[src/rtl/counter_stim_pkg.sv]
// Shared types for the counter stimulus driver: command encoding, queued command
// record, FSM states and the registered pin bundle driven into the counter.
package counter_stim_pkg;

  localparam int STIM_DW         = 8;
  localparam int STIM_LEN_W      = 8;
  localparam int STIM_FIFO_DEPTH = 4;

  typedef enum logic [1:0] {
    HOLD = 2'b00,
    LOAD = 2'b01,
    UP   = 2'b10,
    DOWN = 2'b11
  } stim_op_e;

  typedef struct packed {
    stim_op_e                op;
    logic [STIM_DW-1:0]      data;
    logic [STIM_LEN_W-1:0]   len;
  } stim_cmd_t;

  typedef enum logic {
    IDLE = 1'b0,
    RUN  = 1'b1
  } fsm_e;

  typedef struct packed {
    logic               ld_n;
    logic               enb;
    logic               updn;
    logic [STIM_DW-1:0] data;
  } stim_pins_t;

  localparam stim_pins_t IDLE_PINS = '{ld_n: 1'b1, enb: 1'b0, updn: 1'b0, data: '0};

  // data_in carries the most recent LOAD value through non-LOAD commands.
  function automatic stim_pins_t op_to_pins(input stim_cmd_t cmd,
                                            input logic [STIM_DW-1:0] last_load);
    stim_pins_t p;
    p = '{ld_n: 1'b1, enb: 1'b0, updn: 1'b0, data: last_load};
    case (cmd.op)
      LOAD: begin
        p.ld_n = 1'b0;
        p.data = cmd.data;
      end
      UP: begin
        p.enb  = 1'b1;
        p.updn = 1'b1;
      end
      DOWN:    p.enb = 1'b1;
      default: ;
    endcase
    return p;
  endfunction

endpackage

[src/rtl/counter_stim_driver_fifo.sv]
// Synchronous command FIFO: single-cycle push/pop, registered occupancy,
// power-of-two depth so pointers wrap naturally.
module counter_stim_fifo
  import counter_stim_pkg::*;
#(
  parameter int DEPTH = STIM_FIFO_DEPTH
) (
  input  logic                     clk,
  input  logic                     rst,
  input  logic                     i_push,
  input  logic                     i_pop,
  input  stim_cmd_t                i_wr_cmd,
  output stim_cmd_t                o_rd_cmd,
  output logic                     o_full,
  output logic                     o_empty,
  output logic [$clog2(DEPTH):0]   o_count
);

  localparam int AW = $clog2(DEPTH);

  stim_cmd_t       r_mem [DEPTH];
  logic [AW-1:0]   r_wr_ptr;
  logic [AW-1:0]   r_rd_ptr;
  logic [AW:0]     r_count;
  logic            w_push;
  logic            w_pop;

  // A full FIFO refuses the push even when a pop frees a slot in the same cycle.
  assign w_push = i_push && !o_full;
  assign w_pop  = i_pop && !o_empty;

  // NOTE: sequential state uses non-blocking assignments so every register
  // samples pre-edge values regardless of process ordering.
  always_ff @(posedge clk) begin
    if (rst) begin
      r_wr_ptr <= '0;
      r_rd_ptr <= '0;
      r_count  <= '0;
    end else begin
      if (w_push) r_wr_ptr <= r_wr_ptr + 1'b1;
      if (w_pop)  r_rd_ptr <= r_rd_ptr + 1'b1;
      case ({w_push, w_pop})
        2'b10:   r_count <= r_count + 1'b1;
        2'b01:   r_count <= r_count - 1'b1;
        default: r_count <= r_count;
      endcase
    end
  end

  // NOTE: storage is not reset; occupancy and pointers alone define validity,
  // so the array can map onto plain RAM/flops without reset muxes.
  always_ff @(posedge clk) begin
    if (w_push) r_mem[r_wr_ptr] <= i_wr_cmd;
  end

  assign o_rd_cmd = r_mem[r_rd_ptr];
  assign o_full   = (r_count == (AW+1)'(DEPTH));
  assign o_empty  = (r_count == '0);
  assign o_count  = r_count;

endmodule

[src/rtl/counter_stim_driver.sv]
// Command-driven stimulus generator for the 8-bit up/down loadable counter,
// with a shadow model of the counter value for scoreboard comparison.
module counter_stim_driver
  import counter_stim_pkg::*;
#(
  parameter int DW         = STIM_DW,
  parameter int LEN_W      = STIM_LEN_W,
  parameter int FIFO_DEPTH = STIM_FIFO_DEPTH
) (
  input  logic             clk,
  input  logic             rst,
  input  logic             cmd_valid,
  output logic             cmd_ready,
  input  logic [1:0]       cmd_op,
  input  logic [DW-1:0]    cmd_data,
  input  logic [LEN_W-1:0] cmd_len,
  output logic             ld_cnt_,
  output logic             updn_cnt,
  output logic             count_enb,
  output logic [DW-1:0]    data_in,
  output logic [DW-1:0]    exp_data,
  output logic             busy,
  output logic             done
);

  fsm_e                        r_state;
  fsm_e                        w_state_nxt;
  logic [LEN_W-1:0]            r_rem;
  logic [LEN_W-1:0]            w_rem_nxt;
  stim_pins_t                  r_pins;
  stim_pins_t                  w_pins_nxt;
  logic [DW-1:0]               r_last_load;
  logic [DW-1:0]               w_last_load_nxt;
  logic [DW-1:0]               r_exp;

  stim_cmd_t                   w_wr_cmd;
  stim_cmd_t                   w_head;
  logic                        w_full;
  logic                        w_empty;
  logic [$clog2(FIFO_DEPTH):0] w_count;
  logic                        w_last;
  logic                        w_pop;

  assign w_wr_cmd = '{op: stim_op_e'(cmd_op), data: cmd_data, len: cmd_len};

  counter_stim_fifo #(
    .DEPTH (FIFO_DEPTH)
  ) u_fifo (
    .clk      (clk),
    .rst      (rst),
    .i_push   (cmd_valid),
    .i_pop    (w_pop),
    .i_wr_cmd (w_wr_cmd),
    .o_rd_cmd (w_head),
    .o_full   (w_full),
    .o_empty  (w_empty),
    .o_count  (w_count)
  );

  // Pop on the idle edge or on the edge that ends the last drive cycle, so
  // consecutive commands run with no bubble.
  assign w_last = (r_state == RUN) && (r_rem == '0);
  assign w_pop  = !w_empty && ((r_state == IDLE) || w_last);

  always_ff @(posedge clk) begin
    if (rst) r_state <= IDLE;
    else     r_state <= w_state_nxt;
  end

  always_comb begin
    // NOTE: every combinational output gets a default first so no path
    // through the case leaves it unassigned and infers a latch.
    w_state_nxt = r_state;
    case (r_state)
      IDLE:    if (!w_empty) w_state_nxt = RUN;
      RUN:     if (w_last && w_empty) w_state_nxt = IDLE;
      default: w_state_nxt = IDLE;
    endcase
  end

  always_comb begin
    w_pins_nxt      = r_pins;
    w_rem_nxt       = r_rem;
    w_last_load_nxt = r_last_load;
    if (w_pop) begin
      w_pins_nxt = op_to_pins(w_head, r_last_load);
      w_rem_nxt  = w_head.len;
      if (w_head.op == LOAD) w_last_load_nxt = w_head.data;
    end else if (w_state_nxt == IDLE) begin
      w_pins_nxt = IDLE_PINS;
    end else if (!w_last) begin
      w_rem_nxt = r_rem - 1'b1;
    end
  end

  always_ff @(posedge clk) begin
    if (rst) begin
      r_pins      <= IDLE_PINS;
      r_rem       <= '0;
      r_last_load <= '0;
    end else begin
      r_pins      <= w_pins_nxt;
      r_rem       <= w_rem_nxt;
      r_last_load <= w_last_load_nxt;
    end
  end

  // Shadow counter tracks what the counter will do with the pins driven now;
  // load wins over count, arithmetic wraps mod 2^DW.
  always_ff @(posedge clk) begin
    if (rst)               r_exp <= '0;
    else if (!r_pins.ld_n) r_exp <= r_pins.data;
    else if (r_pins.enb)   r_exp <= r_pins.updn ? r_exp + 1'b1 : r_exp - 1'b1;
  end

  assign ld_cnt_   = r_pins.ld_n;
  assign count_enb = r_pins.enb;
  assign updn_cnt  = r_pins.updn;
  assign data_in   = r_pins.data;
  assign exp_data  = r_exp;
  assign cmd_ready = !w_full;
  assign done      = w_last;
  assign busy      = (r_state == RUN) || (w_count != '0);

endmodule
[config.mk]
export PLATFORM = sky130hd
export DESIGN_NAME = counter_stim_driver
export DESIGN_NICKNAME = d
export VERILOG_FILES = /design/src/rtl/counter_stim_pkg.sv /design/src/rtl/counter_stim_driver_fifo.sv /design/src/rtl/counter_stim_driver.sv
export SDC_FILE = /design/constraint.sdc
export NUM_CORES = 1
export LEC_CHECK = 0
export BUFFER_PORTS_ARGS = -buffer_cell sky130_fd_sc_hd__clkbuf_2
export CORE_UTILIZATION = 40
export CTS_CLUSTER_SIZE = 30
export DETAILED_ROUTE_END_ITERATION = 6
export GPL_TIMING_DRIVEN = 1
export HOLD_SLACK_MARGIN = 0.08
export PLACE_DENSITY_LB_ADDON = 0.3
export SLEW_MARGIN = 15
export SYNTH_ARGS = -nofsm -noshare
export SYNTH_HDL_FRONTEND = slang
export SYNTH_SLANG_ARGS = --single-unit
[constraint.sdc]
create_clock -name clk -period 4.5 [get_ports clk]
set_input_delay 0.225 -clock clk [delete_from_list [all_inputs] [get_ports clk]]
set_output_delay 0.225 -clock clk [all_outputs]
set_load 0.01 [all_outputs]
### Yosys cells after proc, flatten, opt, wreduce, memory -nomap -nowiden

Memory sizes are Yosys's and may differ from the RTL's. A register that Yosys moved wholly into a read port is not among the register bits.
Cells that the tools add are included.
Widths: inputs -> output; s select.

* register bits after elaboration: 43
* memories kept: 1
* word-level logic and storage cells: 65
* bits of input ports: 21
* RAM bits: 72
* output and inout port bits: 22

Memories
* u_fifo.r_mem: words 4, bits a word 18, rd ports 1, clocked after memory_dff 1, write ports 1, line counter_stim_driver_fifo.sv:21 `stim_cmd_t r_mem [DEPTH];`

* bitwise gates (word level): 1
* mux-type cells: 20
* eq/ne operators: 9
* $add $sub $neg: 7
* reductions and logical operators: 16

Operators with widths (number)
* $mux 8: 7
* $mux 11: 2
* $sub 8x1->8 const B: 2
* $add 8x1->8 const B: 1
* $logic_not 8->1: 1
* $mux 1: 7
* $eq 2x2->1 const B: 3
* $pmux 3 s2: 1
* $logic_and 1x1->1: 5
* $add 2x1->2 const B: 2
* $eq 2x1->1 const B: 2
* $mux 2: 2
* $ne 2x1->1 const B: 2
* $reduce_bool 2->1: 2
* $add 3x1->3 const B: 1
* $eq 3x3->1 const B: 1
* $logic_not 3->1: 1
* $reduce_bool 3->1: 1
* $sub 3x1->3 const B: 1
* $logic_not 1->1: 2
* $logic_or 1x1->1: 2
* $ne 2x2->1 const B: 1
* $pmux 1 s2: 1
* $reduce_and 2->1: 1
* other kinds (2): 2

### Longest topological paths before layout

Gate-level depths: netlist (run 1).

* depth after elaboration: 7
* depth in mapped cells: 14
* mapped depth without buffers: 12

### By module

A second synthesis (run 1) with hierarchy kept.

* cell total of the unflattened synthesis: 392
* area total of the unflattened synthesis: 5178.7 µm²

By module, submodules not included
* counter_stim_fifo: area each 3114.2 µm², cells each 148, instances 1, seq. area each 2342.2 µm²
* counter_stim_driver: area each 2064.5 µm², cells each 244, instances 1, seq. area each 720.7 µm²

### Worst setup path before layout (run 1)

Ideal clock, no wire load.

* kind: flip-flop to flip-flop
* start: register r_rem[0]
* end: register u_fifo.r_count[2] (netlist: u_fifo.o_count[2])
* arrival time: 2.819 ns
* setup slack: 1.611 ns
* cell stages (with the launch flop): 15
* data required time: 4.430 ns
* buffers on the path: 2
* cells stage by stage: dfxtp_1 > inv_1 > ha_1 > or3b_1 > buf_2 > o31ai_4 > nand2_4 > clkinv_4 > buf_12 > ha_1 > inv_1 > fa_1 > xor2_1 > or3_1 > a21oi_1

* cells in the longest elaborated chain, start to end: 7
* elaborated cells on any way between the ends: 9
* classes of those cells: eq/ne (2); mux (1); reduce/logical (6)

Ends and longest elaborated chain
* start: declaration: line counter_stim_driver.sv:28 `logic [LEN_W-1:0] r_rem;`
* start signal: assignment: line counter_stim_driver.sv:103 `r_rem <= w_rem_nxt;`
* $logic_not 8->1 (*): line counter_stim_driver.sv:62 `assign w_last = (r_state == RUN) && (r_rem == '0);`
* $logic_and 1x1->1 (*): line counter_stim_driver.sv:62
* $logic_or 1x1->1 (*): line counter_stim_driver.sv:63 `assign w_pop = !w_empty && ((r_state == IDLE) || w_last);`
* $logic_and 1x1->1 (*): line counter_stim_driver.sv:63
* $logic_and 1x1->1 (*): line counter_stim_driver_fifo.sv:30 `assign w_pop = i_pop && !o_empty;`
* $eq 2x1->1 / $eq 2x2->1 (equally long branches): line counter_stim_driver_fifo.sv:42 `case ({w_push, w_pop})`
* $pmux 3 s2 / $reduce_bool 2->1 (equally long branches)
* end signal: assignment: line counter_stim_driver_fifo.sv:43 `2'b10: r_count <= r_count + 1'b1;`
* end signal: assignment: line counter_stim_driver_fifo.sv:44 `2'b01: r_count <= r_count - 1'b1;`
* end signal: assignment: line counter_stim_driver_fifo.sv:45 `default: r_count <= r_count;`
* end: declaration: line counter_stim_driver_fifo.sv:24 `logic [AW:0] r_count;`

Mark *: on every way between the ends. The rest lies on a longest branch, timed or not.
A chain may end at the register's enable or synchronous reset.

### Final worst setup path (run 1)

Ends and elaborated chain as after synthesis.

==> flow_metrics.env, run 1 <==
export IMPL_outcome="complete, no violations"
export IMPL_setup_violations_final=0
export IMPL_rsz0062_at_grt="no"
export IMPL_critPathKind="reg2reg"
export IMPL_core_area_um2=12060
export IMPL_r2r_slack_ps=1230
export IMPL_numClockSinks=117
export IMPL_slowest_delay_ps=480
export IMPL_slew_headroom_pct=35.92
export IMPL_pin_count=43
export IMPL_cp_start_kind="flop"
export IMPL_cts_clk_slew_worst_paths_ps=50
export IMPL_cts_made_buffers=17
export IMPL_synth_mux_area_share_pct=11.16
export IMPL_crit_fanout=16
export IMPL_clk_latency_ps=410
export IMPL_track_usage_pct=16.21
export IMPL_grt_pass1_wl_um=15550
export IMPL_whs_path_depth=4
export IMPL_cp_slowest_cell="or3b_1"
export IMPL_cp_startpoint="r_rem[0]"
export IMPL_drtPass1Iterations=4
export IMPL_grt_pass1_vias=3060
export IMPL_max_cap_violations=0
export IMPL_fp_dieW_um=113.6
export IMPL_dp_hpwl_um=5922
export IMPL_wl_um=9455
export IMPL_timing_rr_end="u_fifo.o_count[2]"
export IMPL_drcViolationCount=0
export IMPL_pwr_share_comb_pct=31.8
export IMPL_met2_usage_pct=25.41
export IMPL_seq_area_um2=3063
export IMPL_ir_worst_vdd_uv=318.5
export IMPL_p_leak_nw=2.224
export IMPL_wire_per_inst_um=15.40
export IMPL_drive_above_1_share_pct=23.54
export IMPL_yosys_area_share_adder_pct=3.820
export IMPL_antenna_found_initial=0
export IMPL_power_internal_w=0.002872
export IMPL_ant_nets=0
export IMPL_yosys_top_cells_count="edfxtp_1, dfxtp_1, nand2_1"
export IMPL_start_util_pct=41.28
export IMPL_ys_async_sr_fraction_pct=0
export IMPL_reg2regPathDepth=12
export IMPL_synth_edf_count=72
export IMPL_swShare_pct=32.53
export IMPL_top_usage_layer="met2"
export IMPL_fillCellCount=1028
export IMPL_fmax_ghz=0.3062
export IMPL_arrival_ps=3580
export IMPL_chipHeight_um=113.6
export IMPL_reg2reg_from="r_rem[0]"
export IMPL_ys_top_cells_by_area="edfxtp_1, dfxtp_1, mux4_2, ha_1, a21oi_1"
export IMPL_power_share_clock_pct=32.7
export IMPL_grt_met1_usage_pct=20.89
export IMPL_gr_total_overflow=0
export IMPL_whs_endpoint="u_fifo.r_wr_ptr[1]"
export IMPL_switching_power_w=0.001385
export IMPL_hold_class="in2reg"
export IMPL_area_delta_synth_final_pct=22.57
export IMPL_port_buffers=42
export IMPL_cts_root_buf="clkbuf_16"
export IMPL_cts_tree="built"
export IMPL_grt_max_degree=47
export IMPL_yosysMostFrequentCell="edfxtp_1"
export IMPL_yosys_area_top_type="edfxtp_1"
export IMPL_p_total_w=0.004258
export IMPL_synth_xor_area_share_pct=1.759
export IMPL_min_from="cmd_valid"
export IMPL_synth_simple_area_share_pct=9.977
export IMPL_seqPwrFrac_pct=35.5
export IMPL_power_density_nw_per_um2=697.7
export IMPL_dieArea_um2=12900
export IMPL_vias=3103
export IMPL_synth_distinct_cells=57
export IMPL_n_antenna_cell=0
export IMPL_tightest_slew_ps=961.3
export IMPL_drt_initial_drc_count=145
export IMPL_grt_use_met3_pct=4.516
export IMPL_synth_compound_area_share_pct=8.570
export IMPL_syn_nets=406
export IMPL_setup_worst_path_end_class="flop"
export IMPL_syn_area_um2=4979
export IMPL_setup_tns_final_ps=0
export IMPL_synth_seq_cells=117
export IMPL_synth_top_area_share_pct=43.43
export IMPL_synth_top_family_by_area="multiplexers"
export IMPL_fin_nets=468
export IMPL_final_max_slew_viol_count=0
export IMPL_clockBufferDepth=2
export IMPL_h_tree_depth=4
export IMPL_final_hold_violation_count=0
export IMPL_period_needed_ps=3266
export IMPL_seq_area_frac_synth_pct=61.52
export IMPL_multiInputGateArea_um2=1757
export IMPL_cts_setup_buffers=0
export IMPL_vias_per_cell=5.054
export IMPL_routabilityCongestion=0.7713
export IMPL_synth_avg_cell_area_um2=13.42
export IMPL_cp_required_ps=4810
export IMPL_fin_crit_sh_pct=72.58
export IMPL_yosysWarnings=0
export IMPL_path_cells="inv_1, ha_1, or3b_1, o31ai_4, nand2_4, clkinv_4, ha_1, inv_1, fa_1, xor2_1, or3_1, a21oi_1"
export IMPL_skew_ps=8.990
export IMPL_synth_main_ff_cell="edfxtp_1"
export IMPL_postSynthCellCount=371
export IMPL_num_rows=40
==> registers in the layout, summed over array words and instances (netlist names), named ones only <==
name	count
r_last_load	8
ld_cnt_	1
u_fifo.r_rd_ptr	2
u_fifo.r_wr_ptr	2
r_rem	8
u_fifo.o_count	3
u_fifo.r_mem	72
exp_data	8
r_state	1
updn_cnt	1
data_in	8
count_enb	1
==> critical path, delay by kind of cell, from the launching register on <==
family,cells,cell delay (ps)
AOI/OAI and AO/OA,2,620
xor gates and xnor gates,1,160
adders and majority gates,3,750
buffers and inverters,3,360
DFF,1,320
and+or+nand+nor,3,980
==> how the worst max path moves through the flow <==
stage | endpoint | slack [ps] | cells past startpoint
after CTS | u_fifo.o_count[2] | 1250 | 12
after floorplan | u_fifo.o_count[2] | 1610 | 14
after detailed placement | u_fifo.o_count[2] | 1270 | 12
after global placement | u_fifo.o_count[2] | 1380 | 12
final | u_fifo.o_count[2] | 1230 | 12
after global routing | u_fifo.o_count[2] | 980 | 12
==> power groups by stage <==
| stage | registers, W | clock network (W) | logic (W) |
|---|---|---|---|
| after global placement | 0.00152 | 0 | 0.00131 |
| after floorplan | 0.00147 | 0 | 0.00112 |
| after global routing | 0.00154 | 0.00146 | 0.00152 |
| after detailed placement | 0.00154 | 0 | 0.00134 |
| final | 0.00151 | 0.00139 | 0.00135 |
| after CTS | 0.00152 | 0.00142 | 0.00137 |
==> layout by cell type, fill, tap and decap left out, types with 5 or more instances in the layout <==
cell type	netlist	layout
edfxtp_1	72	72
dfxtp_1	45	45
clkbuf_2	1	42
nand2_1	32	32
a21oi_1	28	28
nor2_1	27	27
mux4_2	18	18
dlygate4sd3_1	0	18
clkbuf_16	0	17
inv_1	12	12
ha_1	12	12
a211oi_1	9	9
nand3_1	7	7
nand2_2	7	7
o21ai_0	6	6
mux2i_1	6	6
and3_1	5	5
xnor2_1	5	5
xor2_1	5	5
==> routing by layer <==
layer | vias to the layer above | routed length [um]
met5 | - | 0
met4 | 0 | 110
met3 | 8 | 381
met2 | 61 | 4493
met1 | 1517 | 4470
li1 | 1517 | -
==> timing repair <==
| action | 4_1_cts | 5_1_grt |
|---|---|---|
| hold buffers | 18 | 0 |
| gates resized for setup | 0 | 0 |
| hold endpoints to repair | 72 | 0 |
==> metrics by stage <==
step           worst slack, ps  cell area, um^2  hold WS, ps  cells  utilization, %
2_1_floorplan             1611             4979        323.9    371               -
3_3_place_gp              1377             5309        438.3    564           44.01
3_5_place_dp              1266             5309        447.3    564           44.01
4_1_cts                   1252             6102        253.5    614           50.59
5_1_grt                  983.9             6102        279.1    614           50.59
6_report                  1234             6102        274.2    614           50.59
==> cell families (layout without fill, tap and decap cells) <==
| kind of cell | after synthesis | in the layout |
|---|---|---|
| xor gates and xnor gates | 10 | 10 |
| buffers and inverters | 32 | 107 |
| AOI/OAI and AO/OA | 65 | 65 |
| DFF | 117 | 117 |
| muxes | 32 | 32 |
| and+or+nand+nor | 101 | 101 |
| adders and majority gates | 14 | 14 |
==> final cells by class <==
cell class                 instances  area share (%)
multi-input combinational        222           28.79
inverter                          13          0.8817
tap                              168           3.445
sequential                       117           50.19
clock inverter                    14           3.014
clock buffer                      18           7.033
timing repair buffer              62           6.643
(Power assumes the default switching activity.)
==> inputs of run 2 (changes only) <==
==> constraint.sdc (replaced) <==
create_clock -name clk -period 3.35 [get_ports clk]
set_input_delay 0.1675 -clock clk [delete_from_list [all_inputs] [get_ports clk]]
set_output_delay 0.1675 -clock clk [all_outputs]
set_load 0.01 [all_outputs]
==> flow_metrics.env, run 2 (synthesis gave the netlist of run 1 again) <==
export IMPL_power_share_clock_pct=32.5
export IMPL_setup_violations_final=0
export IMPL_fin_nets=470
export IMPL_swShare_pct=33.35
export IMPL_drt_initial_drc_count=138
export IMPL_whs_path_depth=4
export IMPL_final_hold_violation_count=0
export IMPL_cts_setup_buffers=0
export IMPL_pre_cts_ws_ps=340.1
export IMPL_top_register="u_fifo.r_mem"
export IMPL_slew_headroom_pct=34.59
export IMPL_core_area_um2=12060
export IMPL_cp_slowest_cell="or3b_1"
export IMPL_final_max_slew_viol_count=0
export IMPL_port_buffers=42
export IMPL_clockBufferDepth=2
export IMPL_numClockSinks=117
export IMPL_ant_nets=0
export IMPL_vias_per_cell=5.054
export IMPL_worst_slack_ps=351.0
export IMPL_reg2reg_from="r_rem[0]"
export IMPL_whs_endpoint="u_fifo.r_wr_ptr[1]"
export IMPL_cp_start_kind="flop"
export IMPL_cp_required_ps=3680
export IMPL_cts_clk_slew_worst_paths_ps=60
export IMPL_hold_class="in2reg"
export IMPL_hold_buffers=18
export IMPL_wire_per_inst_um=15.64
export IMPL_max_cap_violations=0
export IMPL_h_tree_depth=4
export IMPL_drtPass1Iterations=4
export IMPL_n_antenna_cell=0
export IMPL_crit_fanout=16
export IMPL_skew_ps=9.490
export IMPL_pwr_share_comb_pct=31.9
export IMPL_period_needed_ps=2999
export IMPL_chipHeight_um=113.6
export IMPL_path_cells="inv_1, ha_1, or3b_1, o31ai_4, nand2_4, clkinv_4, ha_1, inv_1, fa_1, xor2_1, or3_1, a21oi_1"
export IMPL_reg2regPathDepth=12
export IMPL_num_rows=40
export IMPL_grt_pass1_vias=3084
export IMPL_ir_worst_vdd_uv=662.8
export IMPL_p_leak_nw=2.228
export IMPL_final_cell_mix="edfxtp_1, dfxtp_1, clkbuf_2"
export IMPL_min_from="cmd_valid"
export IMPL_track_usage_pct=16.30
export IMPL_antenna_found_initial=0
export IMPL_critPathKind="reg2reg"
export IMPL_grt_max_degree=47
export IMPL_cts_resized=0
export IMPL_arrival_ps=3330
export IMPL_fp_dieW_um=113.6
export IMPL_power_density_nw_per_um2=935.2
export IMPL_pin_count=43
export IMPL_vias=3113
export IMPL_clk_latency_ps=420
export IMPL_wl_um=9636
export IMPL_area_delta_synth_final_pct=22.79
export IMPL_routabilityCongestion=0.8023
export IMPL_cts_made_buffers=17
export IMPL_final_common_cell="edfxtp_1"
export IMPL_seqPwrFrac_pct=35.6
export IMPL_drcViolationCount=0
export IMPL_fmax_ghz=0.3335
export IMPL_p_total_w=0.005717
export IMPL_gr_total_overflow=0
export IMPL_largest_register_ffs=72
export IMPL_fin_crit_sh_pct=89.52
export IMPL_tightest_slew_ps=981.1
export IMPL_cts_root_buf="clkbuf_16"
export IMPL_setup_tns_final_ps=0
export IMPL_grt_pass1_wl_um=15670
export IMPL_dieArea_um2=12900
export IMPL_setup_worst_path_end_class="flop"
export IMPL_dp_hpwl_um=6172
export IMPL_fillCellCount=1023
export IMPL_drive_above_1_share_pct=24.55
export IMPL_slowest_delay_ps=460
export IMPL_cts_tree="built"
export IMPL_start_util_pct=41.28
export IMPL_outcome="complete, no violations"
export IMPL_timing_rr_end="u_fifo.o_count[2]"
export IMPL_power_internal_w=0.003810
export IMPL_r2r_slack_ps=350
export IMPL_switching_power_w=0.001907
export IMPL_rsz0062_at_grt="no"
-- run 2: cell types whose count changed in the layout (fill, tap and decap cells not counted) --
cell / change
buf_4: +2
clkinv_4: +3
bufinv_16: -1
inv_6: +1
clkinv_1: -3
clkinv_2: -1
clkinvlp_4: +1
-- run 2: through the flow --
step                      instance area, um^2  utilization (%)  instances  hold WS, ps
after detailed placement                 5324            44.14        566        388.6
after floorplan                          4979                -        371        266.4
after global placement                   5324            44.14        566        381.6
final                                    6113            50.68        616        189.6
after global routing                     6113            50.68        616        214.5
after CTS                                6113            50.68        616        168.7
-- run 2: routing by layer --
layer	routed length (um)	up-vias	GRT usage, %
met5	0	-	0
met4	157	0	6.842
met3	389	15	4.942
met2	4566	73	25.08
met1	4522	1509	21.47
li1	-	1516	-
-- run 2: worst max-delay path by stage --
stage	from	to	slack, ps	cells past startpoint
5_1_grt	r_rem[0]	u_fifo.o_count[2]	140	12
6_report	r_rem[0]	u_fifo.o_count[2]	350	12
4_1_cts	r_rem[0]	u_fifo.o_count[2]	330	12
3_3_place_gp	r_rem[0]	u_fifo.o_count[2]	420	12
2_1_floorplan	r_rem[0]	u_fifo.o_count[2]	460	14
3_5_place_dp	r_rem[0]	u_fifo.o_count[2]	340	12
-- run 2: worst max-delay path: cells and delay by family (launching register included) --
family,cells,cell delay (ps)
buf+inv,3,330
flops,1,320
xor+xnor,1,150
compound gates,2,440
fa+ha+maj,3,740
simple gates,3,920
-- run 2: power by group through the flow --
stage                     registers [W]  clock network (W)  logic (W)
after floorplan                 0.00198                  0    0.00150
after global placement          0.00205                  0    0.00179
after detailed placement        0.00206                  0    0.00182
after CTS                       0.00204            0.00189    0.00185
after global routing            0.00207            0.00196    0.00206
final                           0.00203            0.00186    0.00183
-- run 2: layout make-up --
| class | instances | area [um^2] | area share, % |
|---|---|---|---|
| timing repair buffer | 64 | 420.4 | 6.877 |
| tap | 168 | 210.2 | 3.438 |
| clock buffer | 18 | 429.2 | 7.020 |
| clock inverter | 14 | 180.2 | 2.947 |
| inverter | 13 | 53.80 | 0.8801 |
| multi-input combinational | 222 | 1757 | 28.74 |
| sequential | 117 | 3063 | 50.10 |
==> inputs of run 3 (changes only) <==
--- a/config.mk
+++ b/config.mk
@@ -11,7 +11,6 @@
 export DETAILED_ROUTE_END_ITERATION = 6
 export GPL_TIMING_DRIVEN = 1
 export HOLD_SLACK_MARGIN = 0.08
-export PLACE_DENSITY_LB_ADDON = 0.3
 export SLEW_MARGIN = 15
 export SYNTH_ARGS = -nofsm -noshare
 export SYNTH_HDL_FRONTEND = slang
==> flow_metrics.env, run 3 (synthesis gave the netlist of run 1 again) <==
export IMPL_n_antenna_cell=0
export IMPL_area_delta_synth_final_pct=21.94
export IMPL_antenna_found_initial=0
export IMPL_drcViolationCount=0
export IMPL_h_tree_depth=4
export IMPL_reg2reg_from="r_rem[0]"
export IMPL_dp_hpwl_um=5959
export IMPL_cts_setup_buffers=0
export IMPL_fin_crit_sh_pct=90.56
export IMPL_fin_area_um2=6071
export IMPL_drt_initial_drc_count=141
export IMPL_fp_dieW_um=113.6
export IMPL_num_rows=40
export IMPL_start_util_pct=41.28
export IMPL_top_register="u_fifo.r_mem"
export IMPL_vias_per_cell=4.990
export IMPL_period_needed_ps=3034
export IMPL_hold_class="in2reg"
export IMPL_whs_path_depth=4
export IMPL_slew_headroom_pct=32.84
export IMPL_grt_max_degree=47
export IMPL_max_cap_violations=0
export IMPL_power_density_nw_per_um2=918.8
export IMPL_wl_um=9310
export IMPL_placed_area_um2=5324
export IMPL_clk_latency_ps=400
export IMPL_grt_pass1_vias=3090
export IMPL_pin_count=43
export IMPL_vias=3074
export IMPL_reg2regPathDepth=12
export IMPL_track_usage_pct=15.91
export IMPL_drtPass1Iterations=4
export IMPL_r2r_slack_ps=320
export IMPL_core_area_um2=12060
export IMPL_setup_tns_final_ps=0
export IMPL_port_buffers=42
export IMPL_final_cell_mix="edfxtp_1, dfxtp_1, clkbuf_2"
export IMPL_min_from="cmd_valid"
export IMPL_cts_root_buf="clkbuf_16"
export IMPL_wire_per_inst_um=15.11
export IMPL_grt_pass1_wl_um=15490
export IMPL_fmax_ghz=0.3296
export IMPL_cts_tree="built"
export IMPL_gr_total_overflow=0
export IMPL_final_hold_violation_count=0
export IMPL_outcome="complete, no violations"
export IMPL_crit_fanout=16
export IMPL_cts_made_buffers=17
export IMPL_whs_ps=219.0
export IMPL_skew_ps=9.961
export IMPL_clockBufferDepth=2
export IMPL_setup_violations_final=0
export IMPL_rsz0062_at_grt="no"
export IMPL_timing_rr_end="u_fifo.o_count[2]"
export IMPL_cp_start_kind="flop"
export IMPL_whs_endpoint="u_fifo.r_wr_ptr[1]"
export IMPL_critPathKind="reg2reg"
export IMPL_largest_register_ffs=72
export IMPL_numClockSinks=117
export IMPL_drive_above_1_share_pct=23.88
export IMPL_ant_nets=0
export IMPL_fin_nets=470
export IMPL_ir_worst_vdd_uv=421.9
export IMPL_cts_clk_slew_worst_paths_ps=50
export IMPL_chipHeight_um=113.6
export IMPL_p_leak_nw=2.201
export IMPL_cp_required_ps=3670
export IMPL_setup_worst_path_end_class="flop"
export IMPL_routabilityCongestion=0.7984
export IMPL_arrival_ps=3350
export IMPL_tightest_slew_ps=1007
export IMPL_final_common_cell="edfxtp_1"
export IMPL_dieArea_um2=12900
export IMPL_final_max_slew_viol_count=0
==> run 3: area by class of cell <==
cell class	instances	area (um^2)
clock buffer	19	432.9
clock inverter	13	133.9
fill	1038	5991
inverter	13	53.80
multi-input combinational	222	1757
sequential	117	3063
tap	168	210.2
timing repair buffer	64	420.4
==> run 3: critical path, cell delays in order (launching register included) <==
cell,delay (ps)
dfxtp_1,320
inv_1,90
ha_1,180
or3b_1,460
o31ai_4,310
nand2_4,150
clkinv_4,190
ha_1,210
inv_1,60
fa_1,370
xor2_1,160
or3_1,310
a21oi_1,130
==> run 3: worst max-delay path by stage <==
stage	startpoint	endpoint	slack, ps
after detailed placement	r_rem[0]	u_fifo.o_count[2]	330
after floorplan	r_rem[0]	u_fifo.o_count[2]	460
after global routing	r_rem[0]	u_fifo.o_count[2]	120
after CTS	r_rem[0]	u_fifo.o_count[2]	300
after global placement	r_rem[0]	u_fifo.o_count[2]	410
final	r_rem[0]	u_fifo.o_count[2]	320
==> run 3: stage by stage <==
step / utilization [%] / worst slack [ps] / total power (W) / std cells
3_5_place_dp: 44.14 / 326.5 / 0.003878 / 566
4_1_cts: 50.33 / 304.3 / 0.005627 / 616
3_3_place_gp: 44.14 / 411.3 / 0.003853 / 566
2_1_floorplan: - / 461.0 / 0.003478 / 371
6_report: 50.33 / 316.2 / 0.005578 / 616
5_1_grt: 50.33 / 116.5 / 0.005945 / 616
==> run 3: where the power goes <==
part           switching (W)  internal [W]  leakage, nW
Clock               0.000622       0.00109        0.264
Sequential          0.000223       0.00180         1.03
Combinational        0.00101      0.000831        0.909
Total                0.00186       0.00372         2.20
==> run 3: layer usage <==
layer | routed length [um] | GRT usage, % | share of wire [%]
met1 | 4725 | 21.57 | 51
met2 | 4229 | 24.23 | 45
met3 | 253 | 3.985 | 2.7
met4 | 102 | 7.105 | 1.1
met5 | 0 | 0 | 0
==> run 3: repair_timing <==
item / CTS / global route
resized for setup: 0 / 0
hold buffers: 18 / 0
hold endpoints to repair: 72 / 0
